[config.mk]
export PLATFORM = sky130hd
export DESIGN_NAME = signal_gen_ctrl
export DESIGN_NICKNAME = d
export VERILOG_FILES = /design/src/rtl/signal_gen_ctrl.sv
export SDC_FILE = /design/constraint.sdc
export NUM_CORES = 1
export LEC_CHECK = 0
export ABC_CLOCK_PERIOD_IN_PS = 5800
export CAP_MARGIN = 20
export CORE_ASPECT_RATIO = 1.75
export CORE_MARGIN = 2
export CORE_UTILIZATION = 41
export DETAILED_ROUTE_END_ITERATION = 10
export GPL_ROUTABILITY_DRIVEN = 0
export PLACE_DENSITY_LB_ADDON = 0.08
export REMOVE_ABC_BUFFERS = 1
export SLEW_MARGIN = 40
export SYNTH_ARGS = -nofsm -noshare
export SYNTH_HDL_FRONTEND = slang
export SYNTH_SLANG_ARGS = --single-unit
[constraint.sdc]
create_clock -name i_clock -period 5.8 [get_ports i_clock]
set_clock_uncertainty 0.15 [all_clocks]
set_input_delay 1.16 -clock i_clock [delete_from_list [all_inputs] [get_ports i_clock]]
set_output_delay 1.16 -clock i_clock [all_outputs]
set_load 0.03 [all_outputs]
[src/rtl/signal_gen_ctrl.sv]
// Waveform table address sequencer: steps a phase accumulator through one of
// several sample tables at a programmable rate, counting periods per burst.
module signal_gen_ctrl #(
  parameter int NB_ADDR  = 10,
  parameter int NB_SEL   = 2,
  parameter int NB_DIV   = 8,
  parameter int NB_BURST = 8
) (
  input  logic                      i_clock,
  input  logic                      i_reset,
  input  logic                      i_start,
  input  logic                      i_stop,
  input  logic [NB_SEL-1:0]         i_sel,
  input  logic [NB_ADDR-NB_SEL-1:0] i_step,
  input  logic [NB_DIV-1:0]         i_div,
  input  logic [NB_BURST-1:0]       i_nper,
  output logic [NB_ADDR-1:0]        o_addr,
  output logic                      o_valid,
  output logic                      o_period,
  output logic                      o_busy,
  output logic                      o_done
);

  localparam int NB_PH = NB_ADDR - NB_SEL;

  typedef enum logic {
    IDLE = 1'b0,
    RUN  = 1'b1
  } state_t;

  state_t state, next_state;

  logic [NB_SEL-1:0]   sel_q,   sel_d;
  logic [NB_PH-1:0]    step_q,  step_d;
  logic [NB_DIV-1:0]   div_q,   div_d;
  logic [NB_BURST-1:0] nper_q,  nper_d;
  logic [NB_PH-1:0]    phase,   phase_d;
  logic [NB_DIV-1:0]   div_cnt, div_cnt_d;
  logic [NB_BURST-1:0] per_cnt, per_cnt_d;
  logic [NB_ADDR-1:0]  addr_q,  addr_d;
  logic                valid_q, valid_d;
  logic                period_q, period_d;
  logic                done_q,  done_d;

  logic [NB_PH-1:0]    step_fix;
  logic [NB_PH-1:0]    phase_sum;
  logic                carry;
  logic [NB_BURST-1:0] per_inc;
  logic                tick;
  logic                wrap;
  logic                burst_end;

  // Event decode: sample ticks, phase carry and the final wrap of a burst
  always_comb begin
    step_fix           = (i_step == '0) ? NB_PH'(1) : i_step;
    {carry, phase_sum} = {1'b0, phase} + {1'b0, step_q};
    per_inc            = per_cnt + NB_BURST'(1);
    tick               = (state == RUN) && (div_cnt == div_q);
    wrap               = tick && carry;
    burst_end          = wrap && (nper_q != '0) && (per_inc == nper_q);
  end

  // State register; reset drops straight to IDLE with no exit pulse
  always_ff @(posedge i_clock) begin
    if (!i_reset) begin
      state <= IDLE;
    end else begin
      state <= next_state;
    end
  end

  // Next state: start leaves IDLE, stop or the last wrap of a burst returns
  always_comb begin
    next_state = state;
    case (state)
      IDLE: if (i_start) next_state = RUN;
      RUN:  if (i_stop || burst_end) next_state = IDLE;
      default: next_state = IDLE;
    endcase
  end

  // Datapath and output next values; stop takes priority over any wrap
  always_comb begin
    sel_d     = sel_q;
    step_d    = step_q;
    div_d     = div_q;
    nper_d    = nper_q;
    phase_d   = phase;
    div_cnt_d = div_cnt;
    per_cnt_d = per_cnt;
    addr_d    = addr_q;
    valid_d   = 1'b0;
    period_d  = 1'b0;
    done_d    = 1'b0;
    case (state)
      IDLE: begin
        if (i_start) begin
          sel_d     = i_sel;
          step_d    = step_fix;
          div_d     = i_div;
          nper_d    = i_nper;
          phase_d   = '0;
          div_cnt_d = '0;
          per_cnt_d = '0;
          addr_d    = {i_sel, {NB_PH{1'b0}}};
          valid_d   = 1'b1;
        end
      end
      RUN: begin
        if (i_stop) begin
          done_d = 1'b1;
        end else if (tick) begin
          div_cnt_d = '0;
          if (wrap) per_cnt_d = per_inc;
          if (burst_end) begin
            done_d = 1'b1;
          end else begin
            phase_d  = phase_sum;
            valid_d  = 1'b1;
            period_d = wrap;
            if (wrap) begin
              sel_d  = i_sel;
              step_d = step_fix;
              div_d  = i_div;
              addr_d = {i_sel, phase_sum};
            end else begin
              addr_d = {sel_q, phase_sum};
            end
          end
        end else begin
          div_cnt_d = div_cnt + NB_DIV'(1);
        end
      end
      default: ;
    endcase
  end

  // Datapath and registered outputs, cleared by reset
  always_ff @(posedge i_clock) begin
    if (!i_reset) begin
      sel_q    <= '0;
      step_q   <= '0;
      div_q    <= '0;
      nper_q   <= '0;
      phase    <= '0;
      div_cnt  <= '0;
      per_cnt  <= '0;
      addr_q   <= '0;
      valid_q  <= 1'b0;
      period_q <= 1'b0;
      done_q   <= 1'b0;
    end else begin
      sel_q    <= sel_d;
      step_q   <= step_d;
      div_q    <= div_d;
      nper_q   <= nper_d;
      phase    <= phase_d;
      div_cnt  <= div_cnt_d;
      per_cnt  <= per_cnt_d;
      addr_q   <= addr_d;
      valid_q  <= valid_d;
      period_q <= period_d;
      done_q   <= done_d;
    end
  end

  assign o_addr   = addr_q;
  assign o_valid  = valid_q;
  assign o_period = period_q;
  assign o_done   = done_q;
  assign o_busy   = (state == RUN);

endmodule

# [After elaboration in Yosys (flattened, before gate mapping)]
# Cells that the tools add are included.
[totals] word_cells=86 in_bits=30 reg_bits=64 output_inout_bits=14
[op_classes] n_addsub=3 n_reduce_logical=14 bitwise=3 mux=47 eq_ne=7
[ops] op="2-to-1 mux 8 bit" n=20
[ops] op="one-hot mux 8 bit (2 select lines)" n=5
[ops] op="2-to-1 mux 10 bit" n=5
[ops] op="one-hot mux 10 bit (2 select lines)" n=1
[ops] op="adder 8 x 1 -> 8 bit (second input constant)" n=2
[ops] op="== test 8 bit" n=2
[ops] op="2-to-1 mux 2 bit" n=5
[ops] op="adder 8 x 8 -> 9 bit" n=1
[ops] op="zero test 8 bit" n=1
[ops] op="2-to-1 mux 1 bit" n=8
[ops] op="AND reduction 4 bit" n=2
[ops] op="nonzero test 8 bit" n=1
[ops] op="inequality test 2 bit (second input constant)" n=3
[ops] op="AND reduction 2 bit" n=3
[ops] op="AND reduction 5 bit" n=1
[ops] op="OR reduction 5 bit" n=1
[ops] op="logical AND 1 bit" n=4
[ops] op="inequality test 2 x 1 -> 1 bit (second input constant)" n=2
[ops] op="one-hot mux 1 bit (2 select lines)" n=2
[ops] op="one-hot mux 2 bit (2 select lines)" n=1
[ops] op="inverter 1 bit" n=3
[ops] op="logical OR 1 bit" n=1

# [Logic depth before layout (Yosys ltp)]
# Gate-level depths: netlist (run 1).
[depth] depth_word=9 depth_mapped=11 ltp_nobuf=9

# [Least setup slack after synthesis (run 1)]
# Ideal clock, no wire load.
[synth_path] kind="register to register" from="reg phase[0]" to="reg div_q[0]" setup_time_ps=72 t_arrival_ps=2706 stages_incl_launch_ff=12 path_buffers=2 synth_period_minus_slack_ps=2928 t_required_ps=5578 slack_ps=2872 cell_sequence="dfxtp_1 -> ha_1 -> inv_1 -> fa_1 -> nand2b_1 -> a211o_1 -> a211oi_2 -> o21ai_1 -> a31oi_1 -> buf_6 -> buf_12 -> mux2i_1"
[synth_via] elab_chain_cells=6 elab_cells_between_ends=7 classes_between="add/sub: 1; eq/ne: 2; reduce/logical: 4"
[synth_lines] item="start: declaration" line_no="37" rtl="logic [NB_PH-1:0] phase, phase_d;"
[synth_lines] item="start signal: assignment" line_no="157" rtl="phase <= phase_d;"
[synth_lines] item="adder 8 x 8 -> 9 bit *" line_no="56" rtl="{carry, phase_sum} = {1'b0, phase} + {1'b0, step_q};"
[synth_lines] item="logical AND 1 bit *" line_no="59" rtl="wrap = tick && carry;"
[synth_lines] item="logical AND 1 bit (2 in a row)" line_no="60" rtl="burst_end = wrap && (nper_q != '0) && (per_inc == nper_q);"
[synth_lines] item="inequality test 2 bit (no source line)"
[synth_lines] item="AND reduction 5 bit (no source line) *"
[synth_lines] item="end signal: assignment" line_no="155" rtl="div_q <= div_d;"
[synth_lines] item="end: declaration" line_no="35" rtl="logic [NB_DIV-1:0] div_q, div_d;"
# Every way passes the cells marked *; elsewhere a longest branch is shown, timed or not.
# A chain may end at the register's enable or synchronous reset.

# [Worst setup path in the final report (run 1)]
[layout_path] from="reg phase[0]" to="reg div_q[1]"
# Same word-level chain as after synthesis.

==> flow_metrics.env, run 1 <==
export IMPL_synth_edf_count=0
export IMPL_post_cts_buffers=0
export IMPL_finalCritPeriodShare_pct=60.8
export IMPL_postLayoutCellArea_um2=3710
export IMPL_initial_core_util_pct=42.1
export IMPL_antenna_left=0
export IMPL_status="finished, final reports clean"
export IMPL_yosys_warnings=0
export IMPL_worst_ep_arrival_time_ps=3600
export IMPL_cts_hold_buf=0
export IMPL_pwr_share_seq_pct=48.8
export IMPL_ctsResizeCount=0
export IMPL_cap_violations=0
export IMPL_dieArea_um2=8470
export IMPL_timing_rr_end="div_q[1]"
export IMPL_avgViaCountPerCell=5.26
export IMPL_cts_root_buf="clkbuf_16"
export IMPL_critical_path_max_stage_delay_ps=660
export IMPL_power_leakage_uw=0.00139
export IMPL_syn_instance_count=369
export IMPL_fmax_mhz=284
export IMPL_synth_cell_types=56
export IMPL_drc=0
export IMPL_path_cells="ha_1 -> inv_1 -> fa_1 -> nand2b_1 -> a211o_1 -> a211oi_2 -> o21ai_1 -> a31oi_2 -> buf_4 -> mux2i_1"
export IMPL_syn_to_final_growth_pct=17.2
export IMPL_clkTransAtPathRegs_ps=70
export IMPL_worstReg2RegStart="phase[0]"
export IMPL_clockBufferDepth=2
export IMPL_internal_power_uw=627
export IMPL_firstDrtPassIters=4
export IMPL_crit_path_top_delay_cell="a211oi_2"
export IMPL_r2r_slack_ps=2270
export IMPL_cts_made_buffers=5
export IMPL_finalNetCount=442
export IMPL_cp_start_kind="flop"
export IMPL_antenna_cells=0
export IMPL_pwr_share_clk_pct=35.7
export IMPL_wl_mm=6.80
export IMPL_setup_tns_ps=0
export IMPL_setup_viol=0
export IMPL_grt_pass1_wl_mm=11.7
export IMPL_power_share_switching_pct=26.5
export IMPL_hold_viol_final=0
export IMPL_async_flop_share_pct=0
export IMPL_hp_class="flop to flop"
export IMPL_syn_avg_cell_area_um2=8.58
export IMPL_grt_ovfl_total=0
export IMPL_pwr_share_comb_pct=15.5
export IMPL_rr_worst_depth=10
export IMPL_synth_largest_area_cell="dfxtp_1"
export IMPL_holdPathStages=2
export IMPL_synth_ff_type="dfxtp_1"
export IMPL_fillers=755
export IMPL_layout_drive_gt1_share_pct=5.97
export IMPL_crit_path_end_kind="flop"
export IMPL_path_class="flop to flop"
export IMPL_die_width_um=70.4
export IMPL_p_per_area_nw_per_um2=230
export IMPL_holdPathEnd="sel_q[0]"
export IMPL_vias=2577
export IMPL_wl_per_cell_um=13.9
export IMPL_dieHeight_um=120
export IMPL_io_pins=44
export IMPL_grt_use_total_pct=17.2
export IMPL_clk_insertion_delay_late_ps=300
export IMPL_instances_no_fill=490
export IMPL_worstHoldStart="sel_q[0]"
export IMPL_rows=42
export IMPL_relSlewSlack_pct=47.8
export IMPL_drt_initial_drc_count=62
export IMPL_rsz0062_at_grt="no"
export IMPL_fin_crit_ps=3530
export IMPL_clock_sink_count=56
export IMPL_critPathTopFamily="compound AO/OA/AOI/OAI gates"
export IMPL_critPathMaxFanout=18
export IMPL_core_region_area_um2=7510
export IMPL_grt_max_degree=53
export IMPL_cts_tree="done"
export IMPL_ys_seq_area_share_pct=35.4
export IMPL_netlist_area_um2=3170
export IMPL_dpl_cell_count=482
export IMPL_peakVddDrop_uv=127
export IMPL_report_final_slew_viol_count=0
export IMPL_fin_util_pct=49.4
export IMPL_ctsHtreeMaxLevel=2
export IMPL_grt_pass1_vias=2555
export IMPL_synth_top_area_share_pct=35.4
export IMPL_worstMarginPinSlew_ps=782
export IMPL_crit_buf_inv=2
export IMPL_antenna_found_initial=0
export IMPL_power_switching_uw=226
export IMPL_yosys_top_cells_area="dfxtp_1, nand2_1, mux2i_1, xnor2_1, a21boi_0"
export IMPL_required_ps=5880
export IMPL_placed_area_um2=3560
export IMPL_synth_seq_cells=56
export IMPL_io_buffers=43
export IMPL_hpwl_mm=5.16
[layout make-up]
type | instances | area, um^2 | area share [%]
inverters | 9 | 33.8 | 0.910
multi-input cells | 284 | 1860 | 50.0
clock inverters | 3 | 22.5 | 0.607
clock buffers | 5 | 125 | 3.37
flip-flops and latches | 56 | 1120 | 30.2
well taps | 88 | 110 | 2.97
repair buffers | 45 | 443 | 11.9
[through the flow]
stage | total power [uW] | hold slack [ps] | setup slack [ps]
global placement | 558 | 287 | 2300
finish | 853 | 307 | 2270
floorplan | 504 | 280 | 1580
detailed placement | 560 | 296 | 2230
CTS | 867 | 309 | 2260
global route | 895 | 340 | 2020
[cells by family after synthesis]
group,synth area share (%)
xor gates and xnor gates,6.64
buffers and inverters,6.17
adders and majority gates,4.59
DFF,35.4
and+or+nand+nor,25.0
AOI/OAI and AO/OA,13.4
muxes,8.85
[power by group through the flow]
stage                     clock network (uW)  registers [uW]  logic (uW)
after global routing                     328             419         148
after global placement                     0             426         132
after CTS                                316             417         135
final                                    305             416         133
after detailed placement                   0             426         134
after floorplan                            0             427        77.2
[Yosys cell counts, drive strengths merged, types with 2 or more instances]
| library cell | n |
|---|---|
| and3 | 2 |
| nor2b | 2 |
| a31oi | 3 |
| nand4 | 8 |
| dlygate4sd3 | 2 |
| o21a | 5 |
| nand3 | 8 |
| mux2i | 28 |
| or4 | 3 |
| a21oi | 7 |
| nand2 | 81 |
| nand3b | 5 |
| or3 | 3 |
| and2 | 7 |
| clkbuf | 9 |
| nand2b | 3 |
| a2111oi | 3 |
| or2 | 4 |
| o21ai | 17 |
| nor3b | 2 |
| inv | 9 |
| nor3 | 3 |
| a21o | 3 |
| nor2 | 17 |
| xnor2 | 16 |
| a21boi | 17 |
| xor2 | 8 |
| dfxtp | 56 |
| and4 | 2 |
| buf | 8 |
| nor4 | 6 |
| ha | 10 |
[worst register-to-register path, stage by stage, from the launching register on]
cell,delay (ps)
dfxtp_1,360
ha_1,180
inv_1,50
fa_1,370
nand2b_1,210
a211o_1,300
a211oi_2,660
o21ai_1,360
a31oi_2,240
buf_4,340
mux2i_1,240
[routing by layer]
layer	vias up	wire length (um)	GRT usage, %
li1	1342	-	-
met1	1189	2840	19.4
met2	33	3580	31.3
met3	13	171	2.58
met4	0	205	7.69
met5	-	0	0
[state kept, by name, summed over array words and instances, names as in the netlist]
signal and cells:
o_addr 3, o_busy 1, sel_q 2, div_q 8, per_cnt 8, nper_q 8, div_cnt 8, o_done 1
step_q 8, o_period 1, o_valid 1, phase 7
[cells in the final DEF (no fill, tap or decap), drive strengths merged, types with 4 or more instances in the layout]
cell type / n
nand2: 81
dfxtp: 56
clkdlybuf4s50: 42
mux2i: 28
nor2: 17
a21boi: 17
o21ai: 17
xnor2: 16
ha: 10
inv: 10
nand3: 8
nand4: 8
xor2: 8
and2: 7
a21oi: 7
nor4: 6
nand3b: 5
o21a: 5
clkbuf: 5
or2: 4
[worst max-delay path by stage]
stage,startpoint,to,slack [ps],cells after the start
after floorplan,phase[0],div_q[0],1580,9
after global placement,i_start,phase[0],2300,6
after detailed placement,i_start,step_q[5],2230,7
after CTS,phase[0],div_q[1],2260,10
after global routing,phase[0],step_q[4],2020,10
final,phase[0],div_q[1],2270,10
No activity file was read; power rests on OpenSTA's default activity.
==> run 2: changes to the inputs <==
--- a/config.mk
+++ b/config.mk
@@ -5,7 +5,7 @@
 export SDC_FILE = /design/constraint.sdc
 export NUM_CORES = 1
 export LEC_CHECK = 0
-export ABC_CLOCK_PERIOD_IN_PS = 5800
+export ABC_CLOCK_PERIOD_IN_PS = 3300
 export CAP_MARGIN = 20
 export CORE_ASPECT_RATIO = 1.75
 export CORE_MARGIN = 2
==> constraint.sdc (replaced) <==
create_clock -name i_clock -period 3.3 [get_ports i_clock]
set_clock_uncertainty 0.15 [all_clocks]
set_input_delay 0.66 -clock i_clock [delete_from_list [all_inputs] [get_ports i_clock]]
set_output_delay 0.66 -clock i_clock [all_outputs]
set_load 0.03 [all_outputs]
==> run 2 against run 1 <==
Effect of this change: non-clock buffer count grew 7; wire length up 4.4%; via count is 1.0% higher; die area stayed put; fmax up 25%; cell count increased by 1.2%; critical path depth shrank 1; setup slack lost 1800 ps; flip-flop and latch count stayed put; largest cell class unchanged; highest routed layer unchanged.
==> flow_metrics.env, run 2 (synthesis gave the netlist of run 1 again) <==
export IMPL_clkTransAtPathRegs_ps=70
export IMPL_critPathMaxFanout=7
export IMPL_drt_initial_drc_count=92
export IMPL_pre_cts_ws_ps=447
export IMPL_ctsResizeCount=0
export IMPL_io_pins=44
export IMPL_core_region_area_um2=7510
export IMPL_postLayoutCellArea_um2=3770
export IMPL_worst_ep_arrival_time_ps=2910
export IMPL_cts_root_buf="clkbuf_16"
export IMPL_wl_per_cell_um=14.3
export IMPL_hold_viol_final=0
export IMPL_clk_insertion_delay_late_ps=300
export IMPL_power_leakage_uw=0.00142
export IMPL_relSlewSlack_pct=63.5
export IMPL_fin_util_pct=50.2
export IMPL_wl_mm=7.10
export IMPL_cp_start_kind="flop"
export IMPL_antenna_left=0
export IMPL_report_final_slew_viol_count=0
export IMPL_timing_hold_ws_ps=309
export IMPL_pwr_share_clk_pct=35.8
export IMPL_firstDrtPassIters=4
export IMPL_pwr_share_comb_pct=16.3
export IMPL_path_class="flop to flop"
export IMPL_grt_max_degree=59
export IMPL_critical_path_max_stage_delay_ps=500
export IMPL_syn_to_final_growth_pct=19.2
export IMPL_crit_path_end_kind="flop"
export IMPL_fillers=762
export IMPL_crit_buf_inv=1
export IMPL_critPathTopFamily="simple AND/OR/NAND/NOR gates"
export IMPL_layout_drive_gt1_share_pct=7.35
export IMPL_power_switching_uw=392
export IMPL_pwr_share_seq_pct=48.0
export IMPL_crit_path_top_delay_cell="or3b_2"
export IMPL_dieArea_um2=8470
export IMPL_vias=2603
export IMPL_rsz0062_at_grt="no"
export IMPL_post_cts_buffers=0
export IMPL_placed_area_um2=3630
export IMPL_io_buffers=43
export IMPL_grt_use_total_pct=17.9
export IMPL_seq_area_um2=1120
export IMPL_cts_tree="done"
export IMPL_fin_ws_ps=468
export IMPL_p_per_area_nw_per_um2=402
export IMPL_antenna_found_initial=0
export IMPL_avgViaCountPerCell=5.25
export IMPL_ctsHtreeMaxLevel=2
export IMPL_setup_tns_ps=0
export IMPL_path_cells="ha_1 -> inv_1 -> fa_1 -> nand2b_1 -> a211o_1 -> a211oi_2 -> nand3_1 -> or3b_2 -> a21boi_0"
export IMPL_initial_core_util_pct=42.1
export IMPL_setup_viol=0
export IMPL_drc=0
export IMPL_final_common_cell="nand2_1"
export IMPL_power_share_switching_pct=25.8
export IMPL_hpwl_mm=5.41
export IMPL_status="finished, final reports clean"
export IMPL_antenna_cells=0
export IMPL_clockBufferDepth=2
export IMPL_grt_pass1_wl_mm=12.1
export IMPL_finalNetCount=449
export IMPL_dieHeight_um=120
export IMPL_cts_hold_buf=0
export IMPL_rows=42
export IMPL_mostFrequentLayoutCells="nand2_1, dfxtp_1, clkdlybuf4s50_1"
export IMPL_cap_violations=0
export IMPL_internal_power_uw=1130
export IMPL_worstMarginPinSlew_ps=534
export IMPL_grt_pass1_vias=2588
export IMPL_die_width_um=70.4
export IMPL_finalCritPeriodShare_pct=85.8
export IMPL_fin_crit_ps=2830
export IMPL_cts_made_buffers=5
export IMPL_peakVddDrop_uv=258
export IMPL_grt_ovfl_total=0
export IMPL_required_ps=3380
export IMPL_fmax_mhz=353
export IMPL_hp_class="flop to flop"
export IMPL_clock_sink_count=56
export IMPL_multiInputGateArea_um2=1860
## run 2: cell count changes in the layout (fill, tap and decap cells not counted)
cell	previous run	this run
buf_12	0	1
buf_2	0	1
buf_4	3	8
clkbuf_8	0	1
clkinv_2	1	0
inv_6	1	0
## run 2: power groups by stage
| stage | Combinational (uW) | Clock, uW | Sequential (uW) |
|---|---|---|---|
| 4_1_cts | 252 | 564 | 728 |
| 3_3_place_gp | 249 | 0 | 744 |
| 5_1_grt | 274 | 588 | 732 |
| 2_1_floorplan | 136 | 0 | 750 |
| 6_report | 247 | 543 | 728 |
| 3_5_place_dp | 250 | 0 | 744 |
## run 2: final cells by class
cell class,count,share of cell area [%]
multi-input cells,284,49.2
flip-flops and latches,56,29.7
repair buffers,52,13.4
clock buffers,6,3.68
well taps,88,2.92
inverters,9,0.895
clock inverters,1,0.232
## run 2: through the flow
step           power, uW  cells
6_report            1520    496
5_1_grt             1590    496
4_1_cts             1540    496
3_5_place_dp         994    489
3_3_place_gp         992    489
2_1_floorplan        886    349
## run 2: path summary, 6_finish.rpt
path                            startpoint          to  slack [ps]  cells past startpoint
worst min-delay path              sel_q[0]    sel_q[0]         310                      2
worst max register to register    phase[0]  per_cnt[2]         470                      9
worst min register to register    sel_q[0]    sel_q[0]         310                      2
worst max-delay path              phase[0]  per_cnt[2]         470                      9
## run 2: layer usage
metal	routed length [um]	global-route usage, %	vias to the layer above
li1	-	-	1353
met3	179	2.67	5
met4	126	7.09	0
met5	0	0	-
met1	2930	20.3	1213
met2	3860	33.0	32
## run 2: worst min-delay path, stage by stage (launching register included)
cell and delay [ps]:
dfxtp_1 310, nand2_1 50, mux2i_1 50
